==> src/rtl/ssp_tx_serializer.sv <==
// SSP transmit back end: pops bytes from the TX FIFO and shifts them out MSB-first
// as SSI frames (one frame-sync bit period followed by DATA_W data bit periods).
module ssp_tx_serializer #(
  parameter int DATA_W  = 8,
  parameter int CLK_DIV = 2
) (
  input  logic              clk_i,
  input  logic              rst_ni,
  input  logic              ssp_en,
  input  logic              fifo_empty,
  input  logic [DATA_W-1:0] fifo_data,
  output logic              fifo_read,
  output logic              ssp_clk_out,
  output logic              ssp_fss_out,
  output logic              ssp_txd,
  output logic              tx_busy
);
  // state | meaning
  // IDLE  | waiting for ssp_en with a non-empty FIFO
  // POP   | one-cycle fifo_read strobe
  // LOAD  | FIFO read data captured into the shift register
  // FRAME | frame-sync bit period, fss high, txd low
  // SHIFT | DATA_W data bit periods, MSB first

  localparam int DIV_W = $clog2(2 * CLK_DIV);
  localparam int BIT_W = $clog2(DATA_W + 1);
  localparam logic [DIV_W-1:0] DIV_LAST = DIV_W'(2 * CLK_DIV - 1);
  localparam logic [DIV_W-1:0] DIV_HALF = DIV_W'(CLK_DIV);
  localparam logic [BIT_W-1:0] BIT_LAST = BIT_W'(DATA_W - 1);

  typedef enum logic [2:0] {IDLE, POP, LOAD, FRAME, SHIFT} state_t;

  state_t             state;
  logic [DATA_W-1:0]  shift_reg;
  logic [DIV_W-1:0]   div_cnt;
  logic [DIV_W-1:0]   div_inc;
  logic [BIT_W-1:0]   bit_cnt;
  logic               period_end;
  logic               start_ok;

  assign div_inc    = div_cnt + DIV_W'(1);
  assign period_end = (div_cnt == DIV_LAST);
  assign start_ok   = ssp_en && !fifo_empty;
  assign fifo_read  = (state == POP);
  assign tx_busy    = (state != IDLE);

  // Outputs are registered from the upcoming cycle's position in the bit period,
  // so ssp_clk_out is high for div_cnt < CLK_DIV of every FRAME/SHIFT period.
  always_ff @(posedge clk_i or negedge rst_ni) begin
    if (!rst_ni) begin
      state       <= IDLE;
      shift_reg   <= '0;
      div_cnt     <= '0;
      bit_cnt     <= '0;
      ssp_clk_out <= 1'b0;
      ssp_fss_out <= 1'b0;
      ssp_txd     <= 1'b0;
    end else begin
      unique case (state)
        IDLE: begin
          if (start_ok) state <= POP;
        end
        POP: begin
          state <= LOAD;
        end
        LOAD: begin
          shift_reg   <= fifo_data;
          div_cnt     <= '0;
          bit_cnt     <= '0;
          ssp_clk_out <= 1'b1;
          ssp_fss_out <= 1'b1;
          ssp_txd     <= 1'b0;
          state       <= FRAME;
        end
        FRAME: begin
          if (period_end) begin
            div_cnt     <= '0;
            ssp_clk_out <= 1'b1;
            ssp_fss_out <= 1'b0;
            ssp_txd     <= shift_reg[DATA_W-1];
            state       <= SHIFT;
          end else begin
            div_cnt     <= div_inc;
            ssp_clk_out <= (div_inc < DIV_HALF);
          end
        end
        SHIFT: begin
          if (period_end) begin
            div_cnt   <= '0;
            shift_reg <= {shift_reg[DATA_W-2:0], 1'b0};
            if (bit_cnt == BIT_LAST) begin
              bit_cnt     <= '0;
              ssp_clk_out <= 1'b0;
              ssp_txd     <= 1'b0;
              state       <= start_ok ? POP : IDLE;
            end else begin
              bit_cnt     <= bit_cnt + BIT_W'(1);
              ssp_clk_out <= 1'b1;
              ssp_txd     <= shift_reg[DATA_W-2];
            end
          end else begin
            div_cnt     <= div_inc;
            ssp_clk_out <= (div_inc < DIV_HALF);
          end
        end
        default: state <= IDLE;
      endcase
    end
  end

endmodule
==> config.mk <==
export PLATFORM = sky130hd
export DESIGN_NAME = ssp_tx_serializer
export DESIGN_NICKNAME = d
export VERILOG_FILES = /design/src/rtl/ssp_tx_serializer.sv
export SDC_FILE = /design/constraint.sdc
export NUM_CORES = 1
export LEC_CHECK = 0
export ABC_AREA = 1
export BUFFER_PORTS_ARGS = -buffer_cell sky130_fd_sc_hd__buf_2
export CAP_MARGIN = 20
export CORE_MARGIN = 4
export CORE_UTILIZATION = 45
export DETAILED_ROUTE_END_ITERATION = 12
export GPL_TIMING_DRIVEN = 0
export HOLD_SLACK_MARGIN = 0.02
export PLACE_DENSITY = 0.71
export SLEW_MARGIN = 40
export SYNTH_ARGS = -nofsm -noshare
export SYNTH_HDL_FRONTEND = slang
export SYNTH_SLANG_ARGS = --single-unit
==> constraint.sdc <==
create_clock -name clk_i -period 3.8 [get_ports clk_i]
set_clock_uncertainty 0.1 [all_clocks]
set_input_delay 0.76 -clock clk_i [delete_from_list [all_inputs] [get_ports clk_i]]
set_output_delay 0.76 -clock clk_i [all_outputs]
set_load 0.01 [all_outputs]
==> impl_results.md, run 1 <==
* Die W at 57.5 um
* Clk root buf: clkbuf_4
* Routed via count at 953
* Num rows at 17
* Share of cells above drive strength 1 at ~19%
* Number of flip-flops in the largest register at 8
* NumNets Final at 181
* First-pass GRT wire length at between 3000 and 4000 um
* Postcts setup bufs at 0
* Post-route ant nets at 0
* Required time of the critical path at between 2000 and 3000 ps
* Avg Cell Area, Syn at about 7.6 um2
* Layout fillers at around 230
* Sum Neg Setup Slack at 0 ps
* Starting density of the core at between 40% and 50%
* Worst path bufs/invs at 2
* Mapped Cells at between 100 and 150
* Die area at 3310 um2
* Reg clk slew, reported paths at 100 ps
* Overall Global Routing Usage at between 10% and 20%
* Routed wire length at between 2000 and 2500 um
* Chip Height at around 57 um
* Initial DRC count at 29
* Tcrit/Tclk final at 56.9%
* CORE AREA at 2280 um2
* Post-layout util at between 50% and 60%
* F_max at 463 MHz
* Yosys reg bits at 20
* YS warnings at 0
* Max cap viols at 0
* Vias in the first global route at roughly 960
* Reg2Reg Setup Slack at roughly 2300 ps
* Outcome: finished clean
* P_leak at around 0.69 nW
* Largest net degree at the start of global routing at 21
* Routed WL per cell at 11.5 um
* Distinct cells, synth at 21
* Final slew viol count at 0
* Cts repair resizes at 0
* PD cells at about 670 nW/um2
* Worst r2r dst: bit_cnt[3]
* CP Cell Sequence: inv_1 -> nor3_1 -> buf_2
* I/O pin count at 17
* Reg2Reg Depth at 8
* Final Hold Viols at 0
* Worst stage delay on the critical path at roughly 460 ps
* Relative slew slack at slightly below 70%
* Sequential cell area at 500 um2
* RSZ-0062 raised after global routing: false
* Residual DRC at 0
* Peak VDD IR at 0.000290 V
* Global route overflow at 0
* Synth-to-Final Area Change at 12.5%
* Final setup viols at 0
* Clk sink count at 20
* Average vias per placed instance at around 5
* Worst Hold Class: in -> async
* Crit Path Class: reg -> out
* TritonCTS Buffers at 3
* H-tree levels at 1
* Worst setup EP type: output pin
* Slowest stage cell, crit path: dfrtp_1
* Placer Congestion at ~0.90
* Critical path launch point type: flip-flop
* Post-Syn Area at around 1100 um2
* Worst reg2reg path startpoint: bit_cnt[0]
* TritonCTS clock tree: built
* WP data arrival at approximately 1300 ps
* PortBufs at 16
* Critical path peak fanout at 5
* Mapped Nets at between 150 and 200
* Post-DP HPWL at 1690 um
* Worst-skew pair later-pin latency at 290 ps
* Seq/Total Area, Yosys at between 40 and 50%
* Period minus WS final at ~2200 ps
* Clk buf depth at 2
* ANT cells at 0
* Initial antenna violation count at 0
* Kind of cell adding the most delay to the critical path: flip-flops
* 1st-pass router iterations at 4
* Cts hold-fix bufs at 0
* Measured slew at the worst slew-check pin at between 400 and 500 ps
* Area of the multi-input gates at roughly 480 um2
worst max-delay path by stage:
stage	from	endpoint	slack, ps	cells past startpoint
2_1_floorplan	state[0]	fifo_read	2120	2
5_1_grt	state[0]	fifo_read	1510	3
6_report	state[0]	fifo_read	1640	3
4_1_cts	state[0]	fifo_read	1610	3
3_3_place_gp	state[0]	fifo_read	2050	3
3_5_place_dp	state[0]	fifo_read	1950	3
power breakdown:
group	total, W	internal, W	switching, W
registers	0.000337	0.000288	0.0000492
logic	0.000403	0.000153	0.000250
clock network	0.0000948	0.0000368	0.0000580
total	0.000835	0.000478	0.000357
through the flow:
stage                     area (um2)  total power (W)  hold WS (ps)  setup WS (ps)  cells
after floorplan                 1100         0.000643           346           2120    146
after global placement          1220         0.000728           355           2050    190
after detailed placement        1220         0.000744           360           1950    190
after CTS                       1240         0.000844           313           1610    193
after global routing            1240         0.000919           315           1510    193
final                           1240         0.000835           303           1640    193
layout by cell type, fill, tap and decap left out:
cell	instances
a21boi_2	1
buf_2	17
buf_6	2
clkbuf_4	3
dfrtp_1	20
ha_1	2
inv_1	23
inv_2	1
nand2_1	48
nand2_2	3
nand2_4	1
nand3_1	13
nand3_2	1
nand4_1	2
nor2_1	6
nor2_2	1
nor2_4	1
nor3_1	2
o211ai_2	1
o21ai_0	6
o21ai_1	9
o22ai_1	2
synthesized netlist by cell type (all sizes together):
| library cell | count | area (um2) |
|---|---|---|
| a21boi | 1 | 11.3 |
| nand3 | 14 | 75.1 |
| o211ai | 1 | 12.5 |
| inv | 24 | 90.1 |
| buf | 3 | 27.5 |
| dfrtp | 20 | 500 |
| nand4 | 2 | 12.5 |
| ha | 2 | 25.0 |
| nor3 | 2 | 10.0 |
| nand2 | 52 | 210 |
| nor2 | 8 | 40.0 |
| o21ai | 15 | 75.1 |
| o22ai | 2 | 12.5 |
cell type report:
| cell class | instances | share of cell area, % |
|---|---|---|
| clock buffer | 3 | 1.82 |
| sequential | 20 | 40.4 |
| tap | 28 | 2.83 |
| buffer | 3 | 2.22 |
| inverter | 24 | 7.27 |
| multi-input combinational | 99 | 39.1 |
| timing repair buffer | 16 | 6.46 |
metal layers:
metal  wire length (um)  up-vias  part of all wire, %  GRT usage [%]
met1               1050      436                   47           19.5
met4                 14        0                 0.63           6.95
met5                  0        -                    0              0
li1                   -      501                    -              -
met2               1090       14                   49           24.5
met3                 72        2                  3.2           2.04
kinds of logic (layout without fill, tap and decap cells):
| group | count (synthesis) | after routing | share of synthesized area [%] |
|---|---|---|---|
| AO/OA/AOI/OAI | 19 | 19 | 10.1 |
| adder cells (fa/ha/maj) | 2 | 2 | 2.27 |
| buffers and inverters | 27 | 46 | 10.7 |
| flip-flops | 20 | 20 | 45.4 |
| AND/OR/NAND/NOR | 78 | 78 | 31.6 |
No activity file was read; power rests on OpenSTA's default activity.
==> run 2: changes to the inputs <==
- ABC_AREA: 1 -> 0
- clock period: 3.8 -> 2.2 ns (I/O delays scaled with it)
==> run 2 against run 1 <==
Net effect: via count grew 0.63%; combinational power grew 61%; first-iteration DRC count grew 6.9%; cell count shrank 8.8%; wire length grew 3.3%; die area grew 0.19%; global-route usage grew 0.086 points; area after synthesis grew 0.23%; clock-buffer cell count grew 1; final area grew 2.1%; critical endpoint is now tx_busy; setup slack lost 1600 ps; register-to-register slack lost 1800 ps.
==> impl_results.md, run 2 <==
* Outcome: finished clean (unchanged)
* Mapped Cells at 127 (was 146)
* YS warnings at 0 (unchanged)
* Placer Congestion at 0.763 (was 0.899)
* Post-synth EDFFs at 0 (unchanged)
* Cts hold-fix bufs at 1 (was 0)
* Tot Pwr at 0.00145 W (was 0.000835 W)
* Mapped Nets at 141 (was 160)
* FFs w/ async S/R, synth at 100% (unchanged)
* Post-layout util at 55.6% (was 54.5%)
* Sequential cell area at 500 um2 (unchanged)
* Starting density of the core at 48.5% (was 48.4%)
* Yosys top cell area share at 45.3% (was 45.4%)
* Reg clk slew, reported paths at 120 ps (was 100 ps)
* Tcrit/Tclk final at a little over nine tenths
* Commonest cells post-synth: 22 x nand2_1, 20 x dfrtp_1, 11 x nor2_1, 9 x a31oi_1, 9 x o21ai_0 (was 48 x nand2_1, 23 x inv_1, 20 x dfrtp_1, 13 x nand3_1, 9 x o21ai_1)
* P_leak at 0.550 nW (was 0.686 nW)
* First-pass GRT wire length at 3990 um (was 3940 um)
* Most frequent cells in the layout: 22 x nand2_1, 21 x buf_2, 20 x dfrtp_1 (was 48 x nand2_1, 23 x inv_1, 20 x dfrtp_1)
* Final setup viols at 0 (unchanged)
* PortBufs at 16 (unchanged)
* Share of cells above drive strength 1 at 20.9% (was 19.4%)
* Area of the multi-input gates at 542 um2 (was 484 um2)
* Num rows at 17 (unchanged)
* Worst setup EP type: output pin (unchanged)
* Crit Path Class: reg -> out (unchanged)
* Vias in the first global route at 933 (was 959)
* Worst-skew pair later-pin latency at 300 ps (was 290 ps)
* Post-Syn Area at 1100 um2 (about the same)
* ANT cells at 0 (unchanged)
* Clk buf depth at 2 (unchanged)
* WP data arrival at 1580 ps (was 1300 ps)
* Seq/Total Area, Yosys at 45.3% (was 45.4%)
* F_max at approximately 470 MHz
* Overall Global Routing Usage at 15.1% (was 15.0%)
* Cts repair resizes at 0 (unchanged)
* PD cells at 1150 nW/um2 (was 673 nW/um2)
* Worst Hold Class: in -> reg (was in -> async)
* Clk root buf: clkbuf_4 (unchanged)
* Synth area leader: dfrtp_1 (unchanged)
* Final Hold Viols at 0 (unchanged)
* Critical path peak fanout at 10 (was 5)
* Clk sink count at 20 (unchanged)
* Final slew viol count at 0 (unchanged)
* Layout fillers at 214 (was 225)
* 1st-pass router iterations at 4 (unchanged)
* Post-route ant nets at 0 (unchanged)
* Synth-to-Final Area Change at 14.6% (was 12.5%)
* Post-DP HPWL at 1670 um (was 1690 um)
* Routed via count at 959 (was 953)
* Most frequent cell after synthesis: nand2_1 (unchanged)
* Critical path launch point type: flip-flop (unchanged)
* H-tree levels at 1 (unchanged)
* Largest net degree at the start of global routing at 21 (unchanged)
* Global route overflow at 0 (unchanged)
* Measured slew at the worst slew-check pin at 445 ps (was 455 ps)
* I/O pin count at 17 (unchanged)
* Relative slew slack at 70.3% (was 69.6%)
* Peak VDD IR at 0.000682 V (was 0.000290 V)
* Die area at 3310 um2 (about the same)
* Yosys reg bits at 20 (unchanged)
* Average vias per placed instance at 5.45 (was 4.94)
* Distinct cells, synth at 34 (was 21)
* Commonest non-fill, non-tap cell in the layout: nand2_1 (unchanged)
* NumNets Final at 163 (was 181)
* Postcts setup bufs at 0 (unchanged)
* Routed wire length at 2300 um (was 2230 um)
* Required time of the critical path at 1660 ps (was 2940 ps)
* TritonCTS Buffers at 3 (unchanged)
* CORE AREA at 2280 um2 (unchanged)
* Sum Neg Setup Slack at 0 ps (unchanged)
* Max cap viols at 0 (unchanged)
* Chip Height at 57.6 um (was 57.5 um)
* Residual DRC at 0 (unchanged)
* Die W at 57.6 um (was 57.5 um)
* Period minus WS final at 2120 ps
* Primary FF master, synth: dfrtp_1 (unchanged)
* Initial antenna violation count at 0 (unchanged)
* Synth top area cells: dfrtp_1 45%, nand2_1 7.5%, a31oi_1 5.1% (was dfrtp_1 45%, nand2_1 16%, inv_1 7.8%)
* RSZ-0062 raised after global routing: false (unchanged)
* Initial DRC count at 31 (was 29)
* Avg Cell Area, Syn at 8.70 um2 (was 7.55 um2)
* TritonCTS clock tree: built (unchanged)
* Number of flip-flops in the largest register at 8 (unchanged)
* Routed WL per cell at 13.1 um (was 11.5 um)
-- run 2: final cells by class --
type / count / area share, %
multi-input combinational: 94 / 42.8
inverter: 4 / 1.19
buffer: 9 / 3.75
clock buffer: 4 / 2.87
tap: 28 / 2.77
timing repair buffer: 17 / 7.11
sequential: 20 / 39.5
-- run 2: report_power, final --
part	leakage (nW)	internal, W	total (W)	switching, W
Combinational	0.293	0.000266	0.000650	0.000384
Sequential	0.236	0.000501	0.000586	0.0000848
Clock	0.0210	0.000101	0.000216	0.000115
Total	0.550	0.000868	0.00145	0.000584
-- run 2: stage by stage --
stage                     hold WS [ps]  cell area (um2)  setup WS [ps]  instances
after floorplan                   44.4             1100            595        127
after global routing               267             1270           9.00        176
after global placement             306             1220            446        171
after detailed placement           311             1220            422        171
final                              277             1270           77.9        176
after CTS                          271             1270           73.1        176
-- run 2: worst paths after layout --
path,start,to,slack (ps),depth (start not counted)
min reg2reg,ssp_fss_out,ssp_fss_out,410,1
max in group asynchronous,rst_ni,shift_reg[3],1190,2
min in group asynchronous,rst_ni,state[2],500,2
max,state[1],tx_busy,80,4
min,fifo_data[1],shift_reg[1],280,3
max reg2reg,div_cnt[0],ssp_clk_out,500,6
-- run 2: cell families after synthesis --
logic type	count (synthesis)	synth area share [%]
flip-flops	20	45.3
adder cells (fa/ha/maj)	2	2.26
multiplexers	1	0.906
AO/OA/AOI/OAI	33	19.8
AND/OR/NAND/NOR	58	26.0
buffers and inverters	13	5.66
-- run 2: worst max-delay path, cell delays in order, from the launching register on --
cell and delay [ps]:
dfrtp_1 370, buf_2 170, clkbuf_1 220, or3_1 370
buf_2 140
-- run 2: per-layer routing --
metal  global-route usage, %  wire length (um)  vias to the layer above
li1                        -                 -                      485
met1                    19.9              1110                      458
met2                    25.3              1100                       14
met3                    2.04                75                        2
met4                    4.97                17                        0
met5                       0                 0                        -
